**src/rtl/hazard_detection_unit.sv**
```systemverilog
// Pipeline hazard detection: load-use and HI/LO-busy stalls, taken-branch flush,
// a multi-cycle mult/div occupancy tracker and a saturating stall counter.
module hazard_detection_unit #(
    parameter int unsigned MD_LATENCY = 4
) (
    input  logic        clk,
    input  logic        reset,
    input  logic        ID_EX_MemRead,
    input  logic [4:0]  ID_EX_RegisterRt,
    input  logic        ID_EX_MultDiv,
    input  logic [4:0]  IF_ID_RegisterRs,
    input  logic [4:0]  IF_ID_RegisterRt,
    input  logic        IF_ID_UsesRt,
    input  logic        IF_ID_UsesHiLo,
    input  logic        BranchTaken,
    output logic        PCWrite,
    output logic        IF_ID_Write,
    output logic        IF_ID_Flush,
    output logic        ID_EX_Bubble,
    output logic        md_busy,
    output logic [15:0] stall_count
);

    typedef enum logic {
        RUN     = 1'b0,
        MD_BUSY = 1'b1
    } state_e;

    localparam logic [3:0] MD_LOAD = 4'(MD_LATENCY - 1);

    state_e      state_q, state_d;
    logic [3:0]  md_cnt_q, md_cnt_d;
    logic [15:0] stall_count_q, stall_count_d;

    logic load_use;
    logic hilo_hazard;
    logic stall;

    always_comb begin
        load_use    = ID_EX_MemRead && (ID_EX_RegisterRt != 5'd0) &&
                      ((ID_EX_RegisterRt == IF_ID_RegisterRs) ||
                       (IF_ID_UsesRt && (ID_EX_RegisterRt == IF_ID_RegisterRt)));
        hilo_hazard = (state_q == MD_BUSY) && IF_ID_UsesHiLo;
        stall       = (load_use || hilo_hazard) && !BranchTaken;
    end

    always_comb begin
        state_d       = state_q;
        md_cnt_d      = md_cnt_q;
        stall_count_d = stall_count_q;
        PCWrite       = 1'b1;
        IF_ID_Write   = 1'b1;
        IF_ID_Flush   = 1'b0;
        ID_EX_Bubble  = 1'b0;

        // A mult/div paired with a taken branch is older than the branch, so it still occupies the unit.
        case (state_q)
            RUN: begin
                if (ID_EX_MultDiv) begin
                    state_d  = MD_BUSY;
                    md_cnt_d = MD_LOAD;
                end
            end
            MD_BUSY: begin
                md_cnt_d = md_cnt_q - 4'd1;
                if (md_cnt_q == 4'd1) begin
                    state_d  = RUN;
                    md_cnt_d = 4'd0;
                end
            end
            default: begin
                state_d  = RUN;
                md_cnt_d = 4'd0;
            end
        endcase

        if (stall && (stall_count_q != 16'hFFFF)) begin
            stall_count_d = stall_count_q + 16'd1;
        end

        if (!reset) begin
            if (BranchTaken) begin
                IF_ID_Flush  = 1'b1;
                ID_EX_Bubble = 1'b1;
            end else if (stall) begin
                PCWrite      = 1'b0;
                IF_ID_Write  = 1'b0;
                ID_EX_Bubble = 1'b1;
            end
        end
    end

    always_ff @(posedge clk) begin
        if (reset) begin
            state_q       <= RUN;
            md_cnt_q      <= 4'd0;
            stall_count_q <= 16'd0;
        end else begin
            state_q       <= state_d;
            md_cnt_q      <= md_cnt_d;
            stall_count_q <= stall_count_d;
        end
    end

    assign md_busy     = (state_q == MD_BUSY);
    assign stall_count = stall_count_q;

endmodule

```
**config.mk**
```make
export PLATFORM = sky130hd
export DESIGN_NAME = hazard_detection_unit
export DESIGN_NICKNAME = d
export VERILOG_FILES = /design/src/rtl/hazard_detection_unit.sv
export SDC_FILE = /design/constraint.sdc
export NUM_CORES = 1
export LEC_CHECK = 0
export BUFFER_PORTS_ARGS = -buffer_cell sky130_fd_sc_hd__buf_2
export CAP_MARGIN = 20
export CORE_MARGIN = 5
export CORE_UTILIZATION = 33
export DETAILED_ROUTE_END_ITERATION = 10
export GPL_TIMING_DRIVEN = 1
export PLACE_DENSITY = 0.54
export SYNTH_ARGS = -nofsm -noshare
export SYNTH_HDL_FRONTEND = slang
export SYNTH_SLANG_ARGS = --single-unit
```
**constraint.sdc**
```tcl
create_clock -name clk -period 2.88 [get_ports clk]
set_input_delay 0 -clock clk [delete_from_list [all_inputs] [get_ports clk]]
set_output_delay 0 -clock clk [all_outputs]
set_load 0.03 [all_outputs]
```
After elaboration in Yosys (flattened, before gate mapping)
Cells that the tools add are included.

storage, ports and cells
  flip-flop bits (word level) = 21
  input bits = 22
  output and inout bits = 21

operators by class
  $add $sub $neg = 2
  eq/ne operators = 5
  muxes and demuxes = 14
  bitwise gates (word level) = 1
  reductions and logical operators = 10

operators with widths
  kind                                               count
  adder 16 x 1 -> 16 bit (second input constant)     1
  inequality test 16 bit (second input constant)     1
  == test 5 bit                                      2
  2-to-1 mux 1 bit                                   10
  2-to-1 mux 4 bit                                   2
  case mux 4 bit (2 select lines)                    1
  logical AND 1 bit                                  6
  nonzero test 5 bit                                 1
  == test 4 x 1 -> 1 bit (second input constant)     1
  subtractor 4 x 1 -> 4 bit (second input constant)  1
  logical OR 1 bit                                   2
  inequality test 2 bit (second input constant)      1
  case mux 1 bit (2 select lines)                    1
  zero test 1 bit                                    1
  inverter 1 bit                                     1

Depth between registers and ports, before layout
Gate-level depths: netlist of the first run.

  depth after elaboration = 9
  mapped depth = 9
  mapped depth without buffers = 7

Least setup slack after synthesis of the first run
No wires, ideal clock.

  path type = flip-flop to flip-flop
  start = register stall_count_q[0], in the netlist stall_count[0]
  end = register stall_count_q[1], in the netlist stall_count[1]
  setup time = 128 ps
  data arrival time = 2109 ps
  required time = 2752 ps
  slack = 643 ps
  cell stages (with the launch flop) = 10
  buffers on the path = 2
  period minus slack after synthesis = 2237 ps
  cells stage by stage = dfxtp_1 > ha_1 > nand2_1 > nor4_1 > a221oi_2 > nand2_1 > buf_4 > buf_6 > mux2i_1 > nor2_1

on the way
  word-level cells in the longest chain between the ends = 2
  elaborated cells on any way between the ends = 3

RTL lines
  element                                                                         RTL line  RTL
  start: declaration                                                              33        logic [15:0] stall_count_q, stall_count_d;
  start signal: assignment                                                        101       stall_count_q <= stall_count_d;
  parallel branches: the longest is 2 deep, another holds adder 16 x 1 -> 16 bit  --

Several ways; the timed one is not identified.
A chain may end at the register's enable or synchronous reset.

Worst setup path in the final report of the first run
  start = register stall_count_q[0], in the netlist stall_count[0]
  end = register stall_count_q[11], in the netlist stall_count[11]

The elaborated chain is that of the path after synthesis.

==> summary.txt, run 1 <==
Power
  • Internal power summed over all cells: 0.442 mW
  • Worst IR drop on VDD: 0.000254 V
  • Total design power: 0.600 mW
  • Power Dens Cells: 393 nW/um^2
  • Share of power burned in the clock network: 0.321
  • Net Sw Frac: 0.264
  • Comb pwr share: 0.172
  • Reg power frac: 0.508
  • Net switching power of the design: 0.159 mW
  • Leakage power total: 0.601 nW

Global route
  • Number of antenna violations at the first check in global routing: 0
  • Overflow left after global routing: 0
  • Largest net degree at the start of global routing: 26
  • Wire length of the first global-routing pass: 5.31 mm
  • Number of global-route vias before repair: 1158
  • All-Layer GR Usage: 0.127

Final layout
  • Syn-to-layout area delta: 22.6%
  • Total Nets Final: 216
  • Fraction of final layout cells with drive strength greater than 1: 0.284
  • Count of inserted antenna diode cells: 0
  • Number of standard cells in the layout, taps in and fillers out: 238
  • Final non-filler cell area: 1530 sq um
  • Fillers: 386
  • Post-Route Utilization: 0.417

Clocking
  • Number of post-CTS setup repair buffers: 0
  • Post-CTS resize count: 0
  • Clock tree from TritonCTS: yes
  • CTS sink count: 21
  • CTS root buffer: sky130_fd_sc_hd__clkbuf_8
  • Clock edge transition at the registers on the reported setup and hold paths: 70 ps
  • H-tree depth: 1
  • CTS buffer count: 3
  • Worst skew pair latency: 260 ps
  • CTS Buffer Depth: 2
  • Hold_buf cts: 0

Placed design
  • Cell count after placement: 234
  • Post-DP Area: 1480 sq um
  • Setup slack at placement: 437 ps
  • Routability Congestion: 0.770
  • Count of buffers from port buffering: 42
  • HPWL reported at the end of detailed placement: 2.43 mm

Yosys
  • Post-Syn Area per Cell: 8.36 sq um
  • Number of storage elements in the synthesis netlist: 21
  • Area share of the leading cell type in the synthesized netlist: 0.338
  • Cell count after synthesis: 149
  • Most area-consuming cells after synthesis: sky130_fd_sc_hd__dfxtp_1 (34%), sky130_fd_sc_hd__xnor2_1 (7.0%), sky130_fd_sc_hd__a21oi_1 (6.0%)
  • Ys async rst share: 0
  • Number of warning messages in the yosys log: 0
  • Commonest register cell after synthesis: sky130_fd_sc_hd__dfxtp_1
  • Post-Synthesis Net Count: 174
  • Yosys cell types: 33
  • Netlist Area Pre-Place: 1240 sq um
  • Cell accounting for the most synthesized area: sky130_fd_sc_hd__dfxtp_1
  • Number of enable flip-flop cells after synthesis: 0
  • Share of the yosys chip area belonging to registers: 0.338

Timing
  • Top achievable clock speed: 408 MHz
  • Setup total negative slack: 0 ps
  • Portion of the clock cycle consumed by the worst path in the final layout: 0.852
  • Final Slew Violations: 0
  • Setup repair after global routing missed its margin: false
  • Endpoints failing setup: 0
  • Number of hold-slack violations in the final timing report: 0
  • Worst-case headroom to the max-slew limit: 0.600
  • Time the worst path needs with I/O delays and setup: 2450 ps
  • Setup WS post-layout: 426 ps
  • Clock tree skew after final layout: 0.741 ps
  • Hold Worst Slack: 54.3 ps
  • Slew of the pin with the lowest slew margin: 594 ps

Hold path
  • Hold Path Cell Cnt: 3
  • Launch point of the worst hold path: ID_EX_MultDiv
  • Classification of the worst-slack hold path: input port to flip-flop
  • Hold worst-path end: md_busy

Floorplanning
  • Die boundary height: 71.4 um
  • Row count: 22
  • Ports placed on the boundary: 43
  • Die X: 71.4 um
  • Effective utilization at floorplan: 0.340
  • Std-Cell Core Area: 3660 sq um
  • Total Die Area: 5100 sq um

Setup path
  • FF-to-FF path depth: 7
  • Type of element capturing the critical path: flip-flop
  • Largest fanout of any net on the critical path: 22
  • Worst R2R Setup Slack: 430 ps
  • Crit Path Category: flip-flop to flip-flop
  • Startpoint of the worst-slack reg-to-reg timing path: stall_count[0]
  • Startpoint Class: flip-flop
  • Data arrival time at the worst-slack endpoint: 2650 ps
  • Worst Path Required: 3070 ps
  • First element of the critical path: stall_count[0]
  • Critical register-to-register path endpoint: stall_count[11]

Route
  • DRC violation total after the first TritonRoute iteration: 68
  • Final routed DRC violation total: 0
  • Detail-routed via count per cell: 5.32
  • Pre-antenna DRT Iters: 4
  • Via count: 1266
  • Antenna Violating Nets Remaining: 0
  • Sum of routed wire length over all layers: 3.17 mm
  • Average wire per cell in the routed design: 13.3 um

Run status
  • Result of the run: finished clean

Flow run
  • Max-Cap Viols: 0
sequential cells by signal (all words and copies together) (netlist names):
signal / cells
md_cnt_q: 4
stall_count: 16
md_busy: 1
cells in the final DEF (no fill, tap or decap), drive strengths merged:
| cell | synthesis | layout |
|---|---|---|
| nor2b | 1 | 1 |
| or4 | 10 | 10 |
| nand4 | 4 | 4 |
| inv | 6 | 6 |
| dfxtp | 21 | 21 |
| o221ai | 1 | 1 |
| nor2 | 9 | 9 |
| o21ai | 10 | 10 |
| o22a | 2 | 2 |
| xnor2 | 10 | 10 |
| o21a | 1 | 1 |
| clkbuf | 2 | 4 |
| o21ba | 1 | 1 |
| a21oi | 15 | 15 |
| nor4 | 1 | 1 |
| o31ai | 6 | 6 |
| buf | 4 | 43 |
| or3 | 8 | 8 |
| xor2 | 2 | 2 |
| nand2 | 10 | 10 |
| nor3 | 2 | 2 |
| ha | 3 | 3 |
| mux2i | 2 | 2 |
| nand2b | 1 | 1 |
| a211oi | 2 | 2 |
| and3 | 1 | 1 |
| nand3 | 11 | 11 |
| a221oi | 1 | 1 |
| nor3b | 2 | 2 |
power groups by stage:
stage                     clock network (mW)  registers (mW)  logic (mW)
after global placement                     0           0.311       0.101
after floorplan                            0           0.314      0.0659
after global routing                   0.215           0.306       0.115
after CTS                              0.205           0.305       0.104
after detailed placement                   0           0.311       0.103
final                                  0.193           0.305       0.103
routing by layer:
metal | track usage | vias to the layer above | part of all wire
li1 | - | 638 | -
met4 | 0.0438 | 0 | 0.014
met3 | 0.0309 | 5 | 0.053
met5 | 0 | - | 0
met2 | 0.211 | 33 | 0.49
met1 | 0.160 | 590 | 0.44
cells in the mapped netlist, types with 6 or more instances:
| library cell | n |
|---|---|
| sky130_fd_sc_hd__dfxtp_1 | 21 |
| sky130_fd_sc_hd__a21oi_1 | 15 |
| sky130_fd_sc_hd__nand3_1 | 11 |
| sky130_fd_sc_hd__nand2_1 | 10 |
| sky130_fd_sc_hd__xnor2_1 | 10 |
| sky130_fd_sc_hd__nor2_1 | 9 |
| sky130_fd_sc_hd__o21ai_0 | 9 |
| sky130_fd_sc_hd__or3_1 | 8 |
| sky130_fd_sc_hd__or4_1 | 7 |
| sky130_fd_sc_hd__inv_1 | 6 |
| sky130_fd_sc_hd__o31ai_1 | 6 |
worst max-delay path: stages (launching register included):
cell and delay [ps]:
sky130_fd_sc_hd__dfxtp_1 390, sky130_fd_sc_hd__ha_1 280, sky130_fd_sc_hd__nand2_1 80, sky130_fd_sc_hd__nor4_1 80
sky130_fd_sc_hd__a221oi_2 260, sky130_fd_sc_hd__nand2_1 400, sky130_fd_sc_hd__or4_2 730, sky130_fd_sc_hd__a21oi_1 150
cell type report:
cell class              count  area (sq um)  area share
inverters                   6          22.5      0.0148
well taps                  48          60.1      0.0393
clock buffers               4          45.0      0.0295
flip-flops and latches     21           420       0.275
multi-input cells         116           761       0.498
repair buffers             43           218       0.143
worst max-delay path by stage:
| stage | slack [ps] | end |
|---|---|---|
| 4_1_cts | 410 | stall_count[11] |
| 5_1_grt | 190 | stall_count[7] |
| 3_3_place_gp | 530 | stall_count[9] |
| 2_1_floorplan | 640 | stall_count[1] |
| 6_report | 430 | stall_count[11] |
| 3_5_place_dp | 440 | stall_count[9] |
cell families after synthesis:
| kind of cell | share of synthesized area |
|---|---|
| AOI/OAI and AO/OA | 0.199 |
| xor gates and xnor gates | 0.0844 |
| adders and majority gates | 0.0302 |
| buffers and inverters | 0.0513 |
| DFF | 0.338 |
| muxes | 0.0161 |
| and+or+nand+nor | 0.281 |
(Power assumes the default switching activity.)
==> run 2: changes to the inputs <==
- MAX_ROUTING_LAYER: unset -> met4
==> run 2 against run 1 <==
Against the previous run:
- clock skew is essentially flat
- critical endpoint unchanged
- global-route usage grew 0.38 points
- critical path depth is the same
- cell count is the same
- wire length is essentially flat
- core utilization is the same
==> summary.txt, run 2 (synthesis gave the netlist of run 1 again) <==
Setup path
  • Crit Path Category: flip-flop to flip-flop
  • FF-to-FF path depth: 7 (unchanged)
  • Type of element capturing the critical path: flip-flop
  • Worst R2R Setup Slack: 420 ps (about the same)
  • Startpoint Class: flip-flop
  • Startpoint of the worst-slack reg-to-reg timing path: stall_count[0]
  • Largest fanout of any net on the critical path: 22 (unchanged)
  • Critical register-to-register path endpoint: stall_count[11]
  • Data arrival time at the worst-slack endpoint: 2650 ps (about the same)
  • Worst Path Required: 3070 ps (about the same)

Clocking
  • Post-CTS resize count: 0 (unchanged)
  • CTS root buffer: sky130_fd_sc_hd__clkbuf_8
  • Clock tree from TritonCTS: yes
  • H-tree depth: 1 (unchanged)
  • CTS buffer count: 3 (unchanged)
  • CTS Buffer Depth: 2 (unchanged)
  • Worst skew pair latency: 260 ps (about the same)
  • Clock edge transition at the registers on the reported setup and hold paths: 70 ps (about the same)
  • CTS sink count: 21 (unchanged)
  • Hold_buf cts: 0 (unchanged)
  • Number of post-CTS setup repair buffers: 0 (unchanged)

Timing
  • Portion of the clock cycle consumed by the worst path in the final layout: 0.853 (about the same)
  • Setup WS post-layout: 424 ps (-1.74 ps)
  • Clock tree skew after final layout: 0.834 ps (+0.0933 ps)
  • Slew of the pin with the lowest slew margin: 594 ps (+0.0000596 ps)
  • Setup repair after global routing missed its margin: false
  • Endpoints failing setup: 0 (unchanged)
  • Number of hold-slack violations in the final timing report: 0 (unchanged)
  • Time the worst path needs with I/O delays and setup: 2460 ps (+1.74 ps)
  • Worst-case headroom to the max-slew limit: 0.600 (unchanged)
  • Setup total negative slack: 0 ps (unchanged)
  • Top achievable clock speed: 407 MHz (about the same)
  • Final Slew Violations: 0 (unchanged)

Power
  • Leakage power total: 0.601 nW (unchanged)
  • Reg power frac: 0.508 (about the same)
  • Comb pwr share: 0.172 (about the same)
  • Net Sw Frac: 0.264 (about the same)
  • Total design power: 0.600 mW (about the same)
  • Share of power burned in the clock network: 0.321 (about the same)
  • Power Dens Cells: 393 nW/um^2 (about the same)
  • Net switching power of the design: 0.159 mW (about the same)
  • Worst IR drop on VDD: 0.000254 V (about the same)
  • Internal power summed over all cells: 0.442 mW (about the same)

Route
  • Detail-routed via count per cell: 5.32 (unchanged)
  • Antenna Violating Nets Remaining: 0 (unchanged)
  • Pre-antenna DRT Iters: 4 (unchanged)
  • Sum of routed wire length over all layers: 3.17 mm (about the same)
  • Via count: 1266 (unchanged)
  • DRC violation total after the first TritonRoute iteration: 81 (+19%)
  • Average wire per cell in the routed design: 13.3 um (about the same)
  • Final routed DRC violation total: 0 (unchanged)

Global route
  • Wire length of the first global-routing pass: 5.31 mm (unchanged)
  • Number of global-route vias before repair: 1152 (-0.52%)
  • Overflow left after global routing: 0 (unchanged)
  • All-Layer GR Usage: 0.131 (+0.00376)
  • Largest net degree at the start of global routing: 26 (unchanged)
  • Number of antenna violations at the first check in global routing: 0 (unchanged)

Flow run
  • Max-Cap Viols: 0 (unchanged)

Final layout
  • Largest register FFs: 16 (unchanged)
  • Area occupied by multi-input gates: 761 sq um (unchanged)
  • Fraction of final layout cells with drive strength greater than 1: 0.284 (unchanged)
  • Count of inserted antenna diode cells: 0 (unchanged)
  • Total Nets Final: 216 (unchanged)
  • Fillers: 386 (unchanged)
  • Most frequent cells in the layout: sky130_fd_sc_hd__buf_2 (42), sky130_fd_sc_hd__dfxtp_1 (21), sky130_fd_sc_hd__a21oi_1 (15)
  • Sequential standard cell area: 420 sq um (unchanged)
  • Syn-to-layout area delta: 22.6% (unchanged)
  • Leading cell type in the layout, fill and taps excluded: sky130_fd_sc_hd__buf_2

Floorplanning
  • Ports placed on the boundary: 43 (unchanged)
  • Std-Cell Core Area: 3660 sq um (unchanged)
  • Row count: 22 (unchanged)
  • Die boundary height: 71.4 um (unchanged)
  • Effective utilization at floorplan: 0.340 (unchanged)
  • Die X: 71.4 um (unchanged)
  • Total Die Area: 5100 sq um (unchanged)

Placed design
  • Count of buffers from port buffering: 42 (unchanged)
  • Routability Congestion: 0.780 (+1.3%)
  • HPWL reported at the end of detailed placement: 2.43 mm (unchanged)
  • Setup slack at placement: 437 ps (unchanged)

Hold path
  • Hold Path Cell Cnt: 3 (unchanged)
  • Classification of the worst-slack hold path: input port to flip-flop
  • Hold worst-path end: md_busy
  • Launch point of the worst hold path: ID_EX_MultDiv

Run status
  • Result of the run: finished clean
-- run 2: cell counts in the layout (fill, tap and decap cells not counted) --
No cell type changed its count.
-- run 2: worst max-delay path, stage by stage, from the launching register on --
cell	delay, ps
sky130_fd_sc_hd__dfxtp_1	390
sky130_fd_sc_hd__ha_1	280
sky130_fd_sc_hd__nand2_1	80
sky130_fd_sc_hd__nor4_1	80
sky130_fd_sc_hd__a221oi_2	260
sky130_fd_sc_hd__nand2_1	400
sky130_fd_sc_hd__or4_2	730
sky130_fd_sc_hd__a21oi_1	150
-- run 2: how the worst max path moves through the flow --
stage / from / endpoint / slack, ps / cells after the start
global route: stall_count[0] / stall_count[7] / 190 / 7
floorplan: stall_count[0] / stall_count[1] / 640 / 9
CTS: stall_count[0] / stall_count[11] / 410 / 7
finish: stall_count[0] / stall_count[11] / 420 / 7
detailed placement: stall_count[0] / stall_count[9] / 440 / 7
global placement: stall_count[0] / stall_count[9] / 530 / 7
-- run 2: power by group through the flow --
stage	clock [mW]	sequential, mW	combinational [mW]
2_1_floorplan	0	0.314	0.0659
3_3_place_gp	0	0.311	0.101
3_5_place_dp	0	0.311	0.103
4_1_cts	0.205	0.305	0.104
5_1_grt	0.215	0.306	0.115
6_report	0.193	0.305	0.103
-- run 2: area by class of cell --
cell class | instances | share of cell area
tap | 48 | 0.0393
multi-input combinational | 116 | 0.498
sequential | 21 | 0.275
inverter | 6 | 0.0148
timing repair buffer | 43 | 0.143
clock buffer | 4 | 0.0295
-- run 2: routing by layer --
metal,global-route usage,wire [um],share of wire,vias to the layer above
met2,0.211,1560,0.49,33
met1,0.161,1410,0.44,590
met3,0.0295,156,0.049,5
li1,-,-,-,638
met5,-,0,0,-
met4,0.0438,44,0.014,0
-- run 2: through the flow --
step | cells | hold WS (ps) | cell area, sq um | util
floorplan | 149 | 77.7 | 1240 | -
global placement | 234 | 317 | 1480 | 0.405
detailed placement | 234 | 329 | 1480 | 0.405
CTS | 238 | 49.8 | 1530 | 0.417
global route | 238 | 83.1 | 1530 | 0.417
finish | 238 | 54.4 | 1530 | 0.417
==> run 3: changes to the inputs <==
- CELL_PAD_IN_SITES_DETAIL_PLACEMENT: unset -> 0
- CELL_PAD_IN_SITES_GLOBAL_PLACEMENT: unset -> 1
- GPL_TIMING_DRIVEN: 1 -> 0
- PLACE_DENSITY: 0.54 -> 0.71
==> run 3 against run 2 <==
Against the previous run:
- the run now ends with negative hold slack left
- sequential cell count unchanged
- cell count rose by 2.1%
- design area grew 2.2%
- non-clock buffer count grew 5
- global-route usage is 0.61 points higher
- sequential share of layout area shrank 0.60 points
- sequential power barely moved
- setup slack better by 8.0 ps
- clock skew grew 1.8 ps
- largest power group unchanged
==> summary.txt, run 3 (synthesis gave the netlist of run 1 again) <==
Run status
  • Result of the run: finished, violations left
  • Failing checks: negative hold slack

Clocking
  • Clock tree from TritonCTS: yes
  • H-tree depth: 1 (unchanged)
  • CTS root buffer: sky130_fd_sc_hd__clkbuf_8
  • Number of post-CTS setup repair buffers: 0 (unchanged)
  • Clock edge transition at the registers on the reported setup and hold paths: 70 ps (about the same)
  • Post-CTS resize count: 0 (unchanged)
  • Hold_buf cts: 0 (unchanged)
  • CTS sink count: 21 (unchanged)
  • CTS Buffer Depth: 2 (unchanged)
  • CTS buffer count: 3 (unchanged)
  • Worst skew pair latency: 250 ps (about the same)

Route
  • Detail-routed via count per cell: 5.20 (-2.3%)
  • Via count: 1263 (-0.24%)
  • Average wire per cell in the routed design: 13.5 um (+1.7%)
  • Antenna Violating Nets Remaining: 0 (unchanged)
  • Sum of routed wire length over all layers: 3.29 mm (+3.8%)
  • DRC violation total after the first TritonRoute iteration: 38 (-53%)
  • Final routed DRC violation total: 0 (unchanged)
  • Pre-antenna DRT Iters: 4 (unchanged)

Power
  • Share of power burned in the clock network: 0.316 (-0.005)
  • Net switching power of the design: 0.159 mW (+0.22%)
  • Worst IR drop on VDD: 0.000389 V (+53%)
  • Total design power: 0.603 mW (+0.45%)
  • Internal power summed over all cells: 0.444 mW (+0.53%)
  • Comb pwr share: 0.178 (+0.006)
  • Leakage power total: 0.618 nW (+2.8%)
  • Power Dens Cells: 387 nW/um^2 (-1.7%)
  • Net Sw Frac: 0.263 (-0.000613)
  • Reg power frac: 0.505 (-0.003)

Timing
  • Slew of the pin with the lowest slew margin: 646 ps (+51.7 ps)
  • Time the worst path needs with I/O delays and setup: 2450 ps (-8.02 ps)
  • Top achievable clock speed: 409 MHz (+0.33%)
  • Portion of the clock cycle consumed by the worst path in the final layout: 0.850 (-0.00279)
  • Endpoints failing setup: 0 (unchanged)
  • Worst-case headroom to the max-slew limit: 0.565 (-0.0348)
  • Setup WS post-layout: 433 ps (+8.02 ps)
  • Hold Worst Slack: -0.343 ps (-54.7 ps)
  • Number of hold-slack violations in the final timing report: 1 (+1)
  • Setup repair after global routing missed its margin: false
  • Clock tree skew after final layout: 2.67 ps (+1.84 ps)
  • Final Slew Violations: 0 (unchanged)
  • Setup total negative slack: 0 ps (unchanged)

Global route
  • All-Layer GR Usage: 0.137 (+0.00610)
  • Number of antenna violations at the first check in global routing: 0 (unchanged)
  • Largest net degree at the start of global routing: 12 (-54%)
  • Overflow left after global routing: 0 (unchanged)
  • Number of global-route vias before repair: 1240 (+7.6%)
  • Wire length of the first global-routing pass: 5.57 mm (+4.8%)

Final layout
  • Total Nets Final: 221 (+2.3%)
  • Largest register FFs: 16 (unchanged)
  • Count of inserted antenna diode cells: 0 (unchanged)
  • Fraction of final layout cells with drive strength greater than 1: 0.292 (+0.00810)
  • Leading cell type in the layout, fill and taps excluded: sky130_fd_sc_hd__buf_2
  • Most frequent cells in the layout: sky130_fd_sc_hd__buf_2 (42), sky130_fd_sc_hd__dfxtp_1 (21), sky130_fd_sc_hd__a21oi_1 (15)
  • Final non-filler cell area: 1560 sq um (+2.2%)
  • Syn-to-layout area delta: 25.3%

Placed design
  • HPWL reported at the end of detailed placement: 2.59 mm (+6.5%)
  • Count of buffers from port buffering: 42 (unchanged)
  • Post-DP Area: 1520 sq um (+2.3%)
  • Routability Congestion: 0.848 (+8.8%)
  • Setup slack at placement: 394 ps (-42.7 ps)

Flow run
  • Max-Cap Viols: 0 (unchanged)

Floorplanning
  • Row count: 22 (unchanged)
  • Total Die Area: 5100 sq um (unchanged)
  • Std-Cell Core Area: 3660 sq um (unchanged)
  • Die boundary height: 71.4 um (unchanged)
  • Ports placed on the boundary: 43 (unchanged)
  • Die X: 71.4 um (unchanged)
  • Effective utilization at floorplan: 0.340 (unchanged)

Setup path
  • Crit Path Category: flip-flop to flip-flop
  • Type of element capturing the critical path: flip-flop
  • Worst Path Required: 3010 ps (-60 ps)
  • Startpoint Class: flip-flop
  • Largest fanout of any net on the critical path: 10 (-55%)
  • Data arrival time at the worst-slack endpoint: 2580 ps (-70 ps)

Hold path
  • Classification of the worst-slack hold path: input port to flip-flop
run 3: critical path, cell delays in order (launching register included):
cell	delay, ps
sky130_fd_sc_hd__dfxtp_1	490
sky130_fd_sc_hd__ha_1	280
sky130_fd_sc_hd__nand2_1	70
sky130_fd_sc_hd__nor4_1	590
sky130_fd_sc_hd__a221oi_2	150
sky130_fd_sc_hd__nand2_1	160
sky130_fd_sc_hd__buf_4	190
sky130_fd_sc_hd__buf_6	160
sky130_fd_sc_hd__mux2i_1	180
sky130_fd_sc_hd__nor2_1	50
run 3: power by group through the flow:
stage               registers (mW)  logic [mW]  clock network (mW)
floorplan                    0.314      0.0659                   0
global placement             0.311       0.105                   0
detailed placement           0.312       0.108                   0
CTS                          0.305       0.109               0.199
global route                 0.306       0.119               0.212
finish                       0.305       0.108               0.191
run 3: area by class of cell:
type / instances / area (sq um)
multi-input combinational: 116 / 761
sequential: 21 / 420
inverter: 6 / 22.5
tap: 48 / 60.1
timing repair buffer: 42 / 210
fill: 383 / 2100
clock buffer: 4 / 45.0
buffer: 6 / 41.3
run 3: per-layer routing:
| metal | part of all wire | up-vias | global-route usage |
|---|---|---|---|
| met4 | 0.016 | 0 | 0.0376 |
| met5 | 0 | - | - |
| met2 | 0.49 | 21 | 0.231 |
| li1 | - | 651 | - |
| met1 | 0.45 | 585 | 0.157 |
| met3 | 0.045 | 6 | 0.0421 |
run 3: path summary, 6_finish.rpt:
check                  startpoint              end  slack (ps)  depth (start not counted)
hold reg to reg   stall_count[15]  stall_count[15]         510                          2
setup / recovery   stall_count[0]   stall_count[1]         430                          9
hold / removal              reset      md_cnt_q[3]        -0.3                          2
setup reg to reg   stall_count[0]   stall_count[1]         430                          9
run 3: stage by stage:
| stage | cells | util |
|---|---|---|
| finish | 243 | 0.426 |
| global placement | 239 | 0.414 |
| CTS | 243 | 0.426 |
| detailed placement | 239 | 0.414 |
| floorplan | 149 | - |
| global route | 243 | 0.426 |
